===== src/rtl/demux_16bit_1i_4o_buf_pkg.sv =====
// Shared constants and types for the 16-bit 1-in/4-out buffered demux.
// Channel indices, default widths and the select decoder live here.
package demux_16bit_1i_4o_buf_pkg;

   localparam int DEF_DATA_W  = 16;
   localparam int DEF_COUNT_W = 8;
   localparam int N_CH        = 4;

   localparam logic [1:0] CH_A = 2'd0;
   localparam logic [1:0] CH_B = 2'd1;
   localparam logic [1:0] CH_C = 2'd2;
   localparam logic [1:0] CH_D = 2'd3;

   typedef enum logic {
      EMPTY = 1'b0,
      FULL  = 1'b1
   } buf_state_e;

   function automatic logic [N_CH-1:0] sel_onehot(input logic [1:0] sel);
      logic [N_CH-1:0] vec;
      vec      = '0;
      vec[sel] = 1'b1;
      return vec;
   endfunction

endpackage


===== src/rtl/demux_16bit_1i_4o_buf_chan.sv =====
// One output channel: a single-entry holding register with valid/ready
// handshake and a free-running count of words taken by the consumer.
module demux_chan_buf
   import demux_16bit_1i_4o_buf_pkg::*;
#(
   parameter int DATA_W  = DEF_DATA_W,
   parameter int COUNT_W = DEF_COUNT_W
) (
   input  logic               clk,
   input  logic               rst_n,
   input  logic               load,
   input  logic [DATA_W-1:0]  din,
   output logic               valid,
   input  logic               ready,
   output logic [DATA_W-1:0]  r,
   output logic [COUNT_W-1:0] cnt
);

   buf_state_e         state_q;
   logic [DATA_W-1:0]  r_q;
   logic [COUNT_W-1:0] cnt_q;
   logic [COUNT_W-1:0] cnt_d;
   logic               deliver;

   assign deliver = (state_q == FULL) & ready;
   assign cnt_d   = cnt_q + COUNT_W'(1);

   // A load wins over a drain, so a same-cycle drain+load stays FULL.
   always_ff @(posedge clk or negedge rst_n) begin
      if (!rst_n) begin
         state_q <= EMPTY;
         r_q     <= '0;
         cnt_q   <= '0;
      end else begin
         if (load) begin
            state_q <= FULL;
            r_q     <= din;
         end else if (deliver) begin
            state_q <= EMPTY;
         end
         if (deliver) begin
            cnt_q <= cnt_d;
         end
      end
   end

   assign valid = (state_q == FULL);
   assign r     = r_q;
   assign cnt   = cnt_q;

endmodule


===== src/rtl/demux_16bit_1i_4o_buf.sv =====
// Buffered 1-to-4 word demux: steers a valid/ready input word into one of
// four single-entry output channels selected by s.
module demux_16bit_1i_4o_buf
   import demux_16bit_1i_4o_buf_pkg::*;
#(
   parameter int DATA_W  = DEF_DATA_W,
   parameter int COUNT_W = DEF_COUNT_W
) (
   input  logic               clk,
   input  logic               rst_n,
   input  logic               in_valid,
   output logic               in_ready,
   input  logic [1:0]         s,
   input  logic [DATA_W-1:0]  din,
   output logic [N_CH-1:0]    out_valid,
   input  logic [N_CH-1:0]    out_ready,
   output logic [DATA_W-1:0]  ra,
   output logic [DATA_W-1:0]  rb,
   output logic [DATA_W-1:0]  rc,
   output logic [DATA_W-1:0]  rd,
   output logic [COUNT_W-1:0] cnt_a,
   output logic [COUNT_W-1:0] cnt_b,
   output logic [COUNT_W-1:0] cnt_c,
   output logic [COUNT_W-1:0] cnt_d
);

   logic [N_CH-1:0]    valid_vec;
   logic [N_CH-1:0]    load_vec;
   logic               accept;
   logic [DATA_W-1:0]  r_arr   [N_CH];
   logic [COUNT_W-1:0] cnt_arr [N_CH];

   // Only the selected channel gates acceptance; held low during reset.
   assign in_ready = rst_n & (~valid_vec[s] | out_ready[s]);
   assign accept   = in_valid & in_ready;
   assign load_vec = accept ? sel_onehot(s) : '0;

   generate
      for (genvar gi = 0; gi < N_CH; gi++) begin : g_chan
         demux_chan_buf #(
            .DATA_W  (DATA_W),
            .COUNT_W (COUNT_W)
         ) u_chan (
            .clk   (clk),
            .rst_n (rst_n),
            .load  (load_vec[gi]),
            .din   (din),
            .valid (valid_vec[gi]),
            .ready (out_ready[gi]),
            .r     (r_arr[gi]),
            .cnt   (cnt_arr[gi])
         );
      end
   endgenerate

   assign out_valid = valid_vec;
   assign ra        = r_arr[CH_A];
   assign rb        = r_arr[CH_B];
   assign rc        = r_arr[CH_C];
   assign rd        = r_arr[CH_D];
   assign cnt_a     = cnt_arr[CH_A];
   assign cnt_b     = cnt_arr[CH_B];
   assign cnt_c     = cnt_arr[CH_C];
   assign cnt_d     = cnt_arr[CH_D];

endmodule

===== config.mk =====
export PLATFORM = sky130hd
export DESIGN_NAME = demux_16bit_1i_4o_buf
export DESIGN_NICKNAME = d
export VERILOG_FILES = /design/src/rtl/demux_16bit_1i_4o_buf_pkg.sv /design/src/rtl/demux_16bit_1i_4o_buf_chan.sv /design/src/rtl/demux_16bit_1i_4o_buf.sv
export SDC_FILE = /design/constraint.sdc
export NUM_CORES = 1
export LEC_CHECK = 0
export ABC_AREA = 0
export ABC_CLOCK_PERIOD_IN_PS = 1700
export BUFFER_PORTS_ARGS = -buffer_cell sky130_fd_sc_hd__buf_2
export CORE_MARGIN = 5
export CORE_UTILIZATION = 29
export DETAILED_ROUTE_END_ITERATION = 12
export PLACE_DENSITY = 0.63
export SLEW_MARGIN = 0
export SYNTH_ARGS = -nofsm -noshare
export SYNTH_HDL_FRONTEND = slang
export SYNTH_SLANG_ARGS = --single-unit

===== constraint.sdc =====
create_clock -name clk -period 1.7 [get_ports clk]
set_clock_uncertainty 0.2 [all_clocks]
set_input_delay 0.34 -clock clk [delete_from_list [all_inputs] [get_ports clk]]
set_output_delay 0.34 -clock clk [all_outputs]
set_load 0.01 [all_outputs]

==> results.md, run 1 <==
* Status: finished, violations left
* Failing checks: setup timing
* Highest-count cells in the layout ignoring fill and taps: 124 x buf_2, 100 x dfrtp_1, 43 x mux2_2
* WL final at 9740 µm
* Slew Limit Fails at 0
* Fin crit share at 111%
* Worst vdd ir at 0.755 mV
* Max Fclk at 529 MHz
* Max capacitance violation total at 0
* DR WL/cell at 16.1 µm
* Endpoints failing setup at 33
* Dominant cells by area after synthesis: dfrtp_1 62%, mux2_2 16%, xnor2_1 4.5%
* Max Fanout on Critical Path at 2
* Post-DP Area at 5060 µm²
* Number of synthesized flops with an enable pin at 0
* Die height at 128 µm
* CTS max path bufs at 2
* Synthesized area per cell at 15.0 µm²
* Worst path slowest cell: dfrtp_1
* WP data required at 1.16 ns
* Pleak at 0.00274 µW
* RSZ-0062 raised after global routing: yes
* # IOs at 126
* Site row count at 43
* Register clock-pin slew on the reported worst setup and hold paths at 0.07 ns
* Most common cell after layout, fill and taps aside: buf_2
* Final hold violation count at 0
* Die width at ~130 µm
* Clock latency on the worst-skew pair at 0.34 ns
* CTS buffer count at 9
* Buffers on Ports at 125
* Hold Startpoint: din[7]
* Final instance area at about 5500 µm²
* Overall Global Routing Usage at 12.4%
* CP Cell Sequence: nand2b_1 > buf_6 > o311ai_4 > a21oi_2 > buf_2
* Fraction of layout cells with a size suffix above 1 at a little under three fifths
* HPWL Detailed at 6960 µm
* Nets at 450
* DRT iter0 DRCs at 67
* Reg2reg path depth at 6
* Post-DR vias/cell at 4.49
* Largest net degree at the start of global routing at 57
* CTS tree: built
* Worst Path Class, Setup: reg -> out
* Headroom to the max-slew limit at 52.7%
* Slowest cell delay on critical path at 0.36 ns
* Sequential share of the synthesized area at between 60 and 70%
* First-pass GRT wire length at 15800 µm
* Gpl congestion at approximately 0.75
* Initial antenna violation count at 0
* Post-synth cell types at 33
* Vias in the first global route at roughly 3k
* Cells after synthesis at 271
* Final worst slack at -0.189 ns
* Total grt overflow at 0
* Critical Path End: in_ready
* Final antenna-violating net count at 0
* Ys flop type: dfrtp_1
* Minimum clock period at ~1.9 ns
* Ys async rst share at 100%
* Core area at 13800 µm²
* Remaining DRCs at 0
* Mapped cell area at approximately 4100 µm²
* Drt pass-1 iters at 4
* Cell taking the most area after synthesis: dfrtp_1
* Yosys reg bits at 100
* Htree depth at 3
* Startpoint types: flop
* RR Endpoint: g_chan[1].u_chan.r[10]
* Pin slew with the least headroom to its limit at 0.709 ns
* Critical path data arrival time at 1.35 ns
* Die area at 16500 µm²
* Placed insts at 584
* # diodes at 0
* CP startpoint: g_chan[0].u_chan.valid
* Post-Layout Cell Count at 606
* Pwr/cell area at approximately 1200 nW/µm²
* Synth warnings at 0
* CTS root buf: clkbuf_16
* Starting Density at 29.4%
* Worst Hold Class: in -> reg
* Synth top area share at 61.5%
* Setup slack, reg-to-reg at -0.15 ns
* Clock Sinks at 100
* Area grow syn2layout at 35.3%
* Net Count, Synth at 300
* Element type at the critical path end: output port
* Via count at around 2.7k
* Worst r2r src: g_chan[1].u_chan.valid
[cells in the mapped netlist, types with 2 or more instances]
cell        n
clkbuf_1    2
buf_4       6
ha_1        4
nand4_1     9
nand2b_1    3
buf_6       2
nor2_1      3
nand2_1    15
mux2_2     59
dfrtp_1   100
xnor2_1    21
xor2_1      7
and4_1      4
mux2_4      9
nand3_1     3
and3_1      6
and2_1      2
[worst min path at each step]
| stage | slack, ns | to | depth (start not counted) |
|---|---|---|---|
| detailed placement | 0.06 | g_chan[3].u_chan.valid | 2 |
| finish | 0.07 | g_chan[1].u_chan.r[7] | 2 |
| CTS | 0.05 | g_chan[1].u_chan.r[7] | 2 |
| global placement | 0.06 | g_chan[1].u_chan.valid | 2 |
| floorplan | -0.16 | g_chan[0].u_chan.cnt[0] | 0 |
| global route | 0.05 | g_chan[1].u_chan.r[7] | 2 |
[routing by layer]
layer  vias to the layer above  part of all wire [%]  global-route usage (%)  routed length (µm)
li1                       1249                     -                       -                   -
met1                      1379                    41                    14.9                4010
met2                        80                    51                    20.5                4960
met3                        11                   6.5                    4.44                 637
met4                         0                   1.4                    4.31                 141
met5                         -                     0                       0                   0
[cell type report]
cell class / count / area [µm²]
Fill cell: 1328 / 8320
Sequential cell: 100 / 2500
Multi-Input combinational cell: 158 / 1580
Timing Repair Buffer: 151 / 918
Clock buffer: 10 / 239
Tap cell: 180 / 225
Clock inverter: 6 / 38.8
Inverter: 1 / 3.75
[cells by family (layout without fill, tap and decap cells)]
logic type,after synthesis,in the layout,share of synthesized area (%)
AO/OA/AOI/OAI,3,3,0.461
XOR/XNOR,28,28,6.03
adder cells (fa/ha/maj),4,4,1.23
buffers and inverters,13,168,2.55
flip-flops,100,100,61.5
multiplexers,69,69,19.9
AND/OR/NAND/NOR,54,54,8.28
[flip-flops by register name, summed over array words and instances (netlist names)]
register,flops
g_chan.u_chan.r,64
g_chan.u_chan.cnt,32
g_chan.u_chan.valid,4
[repair_timing]
action / 4_1_cts / 5_1_grt
gates resized for setup: 11 / 9
hold buffers: 2 / 0
setup buffers: 1 / 3
cloned: 0 / 1
pin swaps: 1 / 2
endpoints found under the hold margin: 29 / 0
endpoints found under the setup margin: 33 / 33
[per-stage QoR]
stage                     hold WS [ns]  total power, µW  TNS [ns]  util, %  worst slack (ns)
after floorplan                 -0.156             4120     -2.93        -            -0.161
after global placement          0.0615             4890     -8.99     36.6            -0.217
after detailed placement        0.0642             4960     -9.85     36.6            -0.248
after CTS                       0.0502             6980     -4.28     39.1            -0.255
after global routing            0.0516             7300     -5.64     39.8            -0.299
final                           0.0722             6860     -3.66     39.8            -0.189
[power by group]
group / switching [µW] / internal, µW
Sequential: 384 / 2890
Clock: 881 / 1030
Combinational: 777 / 900
Total: 2040 / 4810
[critical path: cells and delay by family (launching register included)]
kind	cells	cell delay, ns
AO/OA/AOI/OAI	2	0.27
buffers and inverters	2	0.28
flip-flops	1	0.36
AND/OR/NAND/NOR	1	0.10
(Power assumes the default switching activity.)
==> run 2, diff against run 1 <==
- ABC_AREA: 0 -> 1
==> results.md, run 2 <==
* Drt pass-1 iters at 4
* # IOs at 126
* Hold endpoint: g_chan[3].u_chan.valid
* Worst Hold Depth at 2
* WP data required at 1.16 ns
* Pin slew with the least headroom to its limit at 0.530 ns
* Element type at the critical path end: output port
* Worst path slowest cell: dfrtp_1
* Status: finished, violations left
* Remaining DRCs at 0
* Post-Place Worst Slack at -0.176 ns
* Slowest cell delay on critical path at ~0.4 ns
* Yosys reg bits at 100
* Clock latency on the worst-skew pair at 0.34 ns
* CTS max path bufs at 2
* CTS root buf: clkbuf_16
* Reg2reg path depth at 10
* Area grow syn2layout at 32.9%
* Cell taking the most area after synthesis: dfrtp_1
* Max FFs per register at 64
* Setup TNS at -0.104 ns
* Synthesized area per cell at 9.41 µm²
* Total Power at 7180 µW
* Number of synthesized flops with an enable pin at 0
* RR Endpoint: g_chan[1].u_chan.r[2]
* Die width at around 130 µm
* Total grt overflow at 0
* Initial antenna violation count at 0
* CTS buffer count at 9
* Via count at 3405
* Final antenna-violating net count at 0
* Bufs and invs on worst path at 1
* Mapped cell area at 4170 µm²
* Sequential share of the synthesized area at between 60% and 70%
* Final hold violation count at 0
* Pleak at 0.00317 µW
* Most common cell after layout, fill and taps aside: nand2_1
* Worst Path Class, Setup: reg -> out
* Top-count cell post-synth: nand2_1
* CP Cell Sequence: nand2_1 > nand2_1 > nand2_1 > nand2_2 > a21boi_2 > buf_4
* Ys async rst share at between 90% and 100%
* Setup slack, reg-to-reg at about 0.05 ns
* WP depth at 6
* Nets at 626
* Core area at 14000 µm²
* Hold Startpoint: out_ready[3]
* # diodes at 0
* Worst Hold Class: in -> reg
* List of most frequent post-synthesis cells: 227 x nand2_1, 100 x dfrtp_1, 25 x inv_1
* Fin crit share at 106%
* Vias in the first global route at 3383
* Synth warnings at 0
* Cells after synthesis at between 400 and 500
* Max Fclk at 554 MHz
* Clock Sinks at 100
* Ys flop type: dfrtp_1
* Worst hold slack at 0.0285 ns
* Critical path data arrival time at 1.26 ns
* Headroom to the max-slew limit at between 60% and 70%
* Die area at 16900 µm²
* Pwr/cell area at 1300 nW/µm²
* Overall Global Routing Usage at 13.9%
* Endpoints failing setup at 1
* Site row count at 43
* Register clock-pin slew on the reported worst setup and hold paths at roughly 0.070 ns
* Net Count, Synth at 472
* Htree depth at 3
* DRT iter0 DRCs at 145
* HPWL Detailed at roughly 8600 µm
* First-pass GRT wire length at about 18000 µm
* Max Fanout on Critical Path at 2
* CP delay by family, top: flip-flops
* Worst r2r src: g_chan[3].u_chan.valid
* Most frequent CP cell: nand2_1
* Dominant cells by area after synthesis: dfrtp_1 60%, nand2_1 20%, xor2_1 3.2%
* DR WL/cell at 14.8 µm
* Post-DR vias/cell at 4.35
* Startpoint types: flop
* WL final at 11600 µm
* Worst vdd ir at 0.506 mV
* Starting Density at 29.8%
* RSZ-0062 raised after global routing: yes
* Highest-count cells in the layout ignoring fill and taps: 226 x nand2_1, 122 x buf_2, 100 x dfrtp_1
* Slew Limit Fails at 0
* Largest net degree at the start of global routing at 100
* Final worst slack at -0.104 ns
* Synth top area share at 60.1%
* Post-synth cell types at 24
* Max capacitance violation total at 0
* Fraction of layout cells with a size suffix above 1 at between 30% and 40%
* Gpl congestion at 0.814
* Die height at 130 µm
* CTS tree: built
* Minimum clock period at 1.80 ns
* Buffers on Ports at 125
* Failing checks: setup timing
==> run 2: changes by cell type after synthesis, moves of 5 or more <==
cell and delta:
nand2_1 +212, mux2_2 -56, inv_1 +24, mux2_4 -9, xnor2_1 -9, xor2_1 +8, and3_1 -6, nand3_1 +5
==> run 2: layout make-up <==
class | instances | area [µm²]
clock buffers | 10 | 239
inverters | 25 | 93.8
well taps | 180 | 225
fillers | 1415 | 8450
multi-input cells | 303 | 1470
clock inverters | 6 | 62.6
repair buffers | 158 | 945
flip-flops and latches | 100 | 2500
==> run 2: worst reg2reg max path, stage by stage, from the launching register on <==
cell     delay (ns)
dfrtp_1        0.39
nand2_1        0.07
nand2_1        0.05
nand2_1        0.07
nand2_2        0.06
nand2_2        0.15
nand3_4        0.15
nor2_4         0.14
buf_4          0.17
nand2_1        0.06
nand2_1        0.07
==> run 2: cells by family after synthesis <==
kind of cell	synth area share [%]
and+or+nand+nor	26.3
DFF	60.1
buffers and inverters	5.01
xor gates and xnor gates	5.68
AOI/OAI and AO/OA	0.961
adders and majority gates	1.20
muxes	0.811
==> run 2: worst max path at each step <==
stage                      startpoint                     end  slack, ns
6_report       g_chan[3].u_chan.valid                in_ready      -0.10
5_1_grt        g_chan[3].u_chan.valid                in_ready      -0.20
4_1_cts        g_chan[1].u_chan.valid                in_ready      -0.15
3_5_place_dp                     s[0]   g_chan[1].u_chan.r[7]      -0.18
3_3_place_gp                     s[0]  g_chan[1].u_chan.r[13]      -0.11
2_1_floorplan                    s[0]   g_chan[0].u_chan.r[5]       0.04
==> run 2: metal layers <==
metal | global-route usage (%) | routed length (µm) | vias up | share of wire, %
li1 | - | - | 1659 | -
met1 | 18.0 | 5170 | 1625 | 45
met2 | 22.1 | 5440 | 105 | 47
met3 | 4.75 | 800 | 16 | 6.9
met4 | 4.03 | 165 | 0 | 1.4
met5 | 0 | 0 | - | 0
==> run 2: timing repair <==
item	4_1_cts	5_1_grt
endpoints found under the hold margin	69	0
gates resized for setup	1	8
hold buffers	1	0
pin swaps	5	1
setup endpoints to repair	1	68
buffers inserted	0	1
==> run 2: stage by stage <==
step	util [%]	instance area (µm²)	std cells
after floorplan	-	4170	443
after global placement	37.1	5190	764
after detailed placement	37.1	5190	764
after CTS	39.3	5500	781
after global routing	39.6	5540	782
final	39.6	5540	782
==> run 2: report_power, final <==
part,switching (µW),leakage [µW],internal (µW),total [µW]
clock network,979,0.000151,1080,2060
registers,402,0.00127,2920,3320
logic,1020,0.00175,776,1800
==> run 3, diff against run 2 <==
- CORE_MARGIN: 5 -> 2
==> results.md, run 3 (synthesized netlist as in run 2, its figures left out) <==
* Clock latency on the worst-skew pair at 0.35 ns
* HPWL Detailed at about 8200 µm
* # diodes at 0
* Remaining DRCs at 0
* Element type at the critical path end: output port
* Slew Limit Fails at 0
* Status: finished, violations left
* Area grow syn2layout at 36.1%
* Hold Startpoint: out_ready[1]
* FILL cells at 1373
* DR WL/cell at between 10 and 15 µm
* # IOs at 126
* Endpoints failing setup at 47
* RSZ-0062 raised after global routing: yes
* Pin slew with the least headroom to its limit at 0.524 ns
* Worst Path Class, Setup: reg -> out
* Overall Global Routing Usage at between 10% and 20%
* Switching power at 2340 µW
* WP data required at 1.16 ns
* Worst Hold Class: in -> reg
* Clock Sinks at 100
* Pwr/cell area at 1320 nW/µm²
* CTS buffer count at 9
* First-pass GRT wire length at about 18000 µm
* Final hold violation count at 0
* Startpoint types: flop
* Fin crit share at 108%
* WL final at about 11000 µm
* CTS root buf: clkbuf_16
* Sequential group share of total power at 44.5%
* Htree depth at 3
* Hold endpoint: g_chan[1].u_chan.valid
* Minimum clock period at 1.84 ns
* Starting Density at 29.9%
* Sw Share at between 30 and 40%
* FF+latch area at 2500 µm²
* Via count at ~3.5k
* Site row count at 43
* Vias in the first global route at 3399
* Highest-count cells in the layout ignoring fill and taps: 209 x nand2_1, 124 x buf_2, 100 x dfrtp_1
* Reg2reg path depth at 11
* Clk pwr share at 31.8%
* Setup slack, reg-to-reg at -0.04 ns
* Max FFs per register at 64
* Gpl congestion at approximately 0.82
* Area occupied by multi-input gates at 1530 µm²
* Post-Layout Cell Count at 785
* Max Fanout on Critical Path at 2
* Failing checks: setup timing
* DRT iter0 DRCs at roughly 180
* Die height at 124 µm
* Register clock-pin slew on the reported worst setup and hold paths at roughly 0.06 ns
* Initial antenna violation count at 1
* CTS tree: built
* CTS max path bufs at 2
* Int Power at 5170 µW
* Critical path data arrival time at between 1 and 1.5 ns
* Max Fclk at 543 MHz
* Final worst slack at -0.141 ns
* Worst Hold Depth at 2
* Core area at between 10000 and 15000 µm²
* Worst r2r src: g_chan[2].u_chan.valid
* Drt pass-1 iters at 4
* Die area at about 15000 µm²
* Total grt overflow at 0
* RR Endpoint: g_chan[3].u_chan.r[12]
* Buffers on Ports at 125
* Headroom to the max-slew limit at 65.1%
* Die width at 124 µm
* Final antenna-violating net count at 0
* Combinational power share at 23.8%
* Worst vdd ir at 0.566 mV
* Nets at 629
* Max capacitance violation total at 0
* Most common cell after layout, fill and taps aside: nand2_1
* Post-DR vias/cell at between 4 and 5
* Post-Place Worst Slack at -0.159 ns
* Largest net degree at the start of global routing at 100
* Fraction of layout cells with a size suffix above 1 at around a third
* Pleak at 0.00320 µW
* Placed insts at 764
==> run 3: area by class of cell <==
cell class                      instances  area share, %
Clock buffer                           10           4.21
Clock inverter                          6           1.96
Inverter                               25           1.65
Multi-Input combinational cell        303           27.0
Sequential cell                       100           44.1
Tap cell                              180           3.97
Timing Repair Buffer                  161           17.0
==> run 3: worst max-delay path by stage <==
stage                                start                endpoint  slack [ns]  cells after the start
global route        g_chan[2].u_chan.valid                in_ready       -0.21                      6
global placement                      s[0]  g_chan[1].u_chan.r[12]       -0.12                     12
CTS                 g_chan[0].u_chan.valid                in_ready       -0.14                      6
detailed placement                    s[0]   g_chan[1].u_chan.r[8]       -0.16                     12
finish              g_chan[2].u_chan.valid                in_ready       -0.14                      6
floorplan                             s[0]   g_chan[0].u_chan.r[5]        0.04                     11
==> run 3: repair_timing <==
action                                 in CTS  in global routing
setup endpoints to repair                   1                 71
hold buffers                                1                  0
pin swaps                                   4                  9
gates cloned                                0                  2
endpoints found under the hold margin      71                  0
buffers inserted                            1                  1
resized for setup                           6                 35
==> run 3: power by group through the flow <==
stage | Sequential [µW] | Combinational [µW] | Clock, µW
final | 3340 | 1780 | 2380
after global routing | 3410 | 2010 | 2570
after CTS | 3330 | 1780 | 2460
after detailed placement | 3370 | 1770 | 0
after global placement | 3340 | 1700 | 0
after floorplan | 3580 | 631 | 0
==> run 3: worst max-delay path, cell delays in order (launching register included) <==
cell	delay, ns
dfrtp_1	0.39
nand2_1	0.07
nand2_1	0.05
nand2_1	0.07
nand2_2	0.07
a21boi_2	0.15
buf_2	0.16
==> run 3: routing by layer <==
layer,global-route usage (%),part of all wire (%),vias up
met4,7.10,2.0,2
met2,24.8,48,111
met1,19.6,44,1675
met3,3.62,6.2,16
li1,-,-,1670
met5,0,0.11,-
==> run 3: metrics by stage <==
stage,power [µW],hold slack [ns],TNS (ns),instance area (µm²),util [%]
CTS,7580,0.0136,-3.32,5540,39.7
floorplan,4210,-0.156,0,4170,-
global placement,5050,-0.0197,-5.18,5150,37.0
detailed placement,5140,-0.0178,-7.82,5150,37.0
finish,7500,0.0255,-1.23,5670,40.7
global route,8000,0.0245,-7.33,5670,40.7
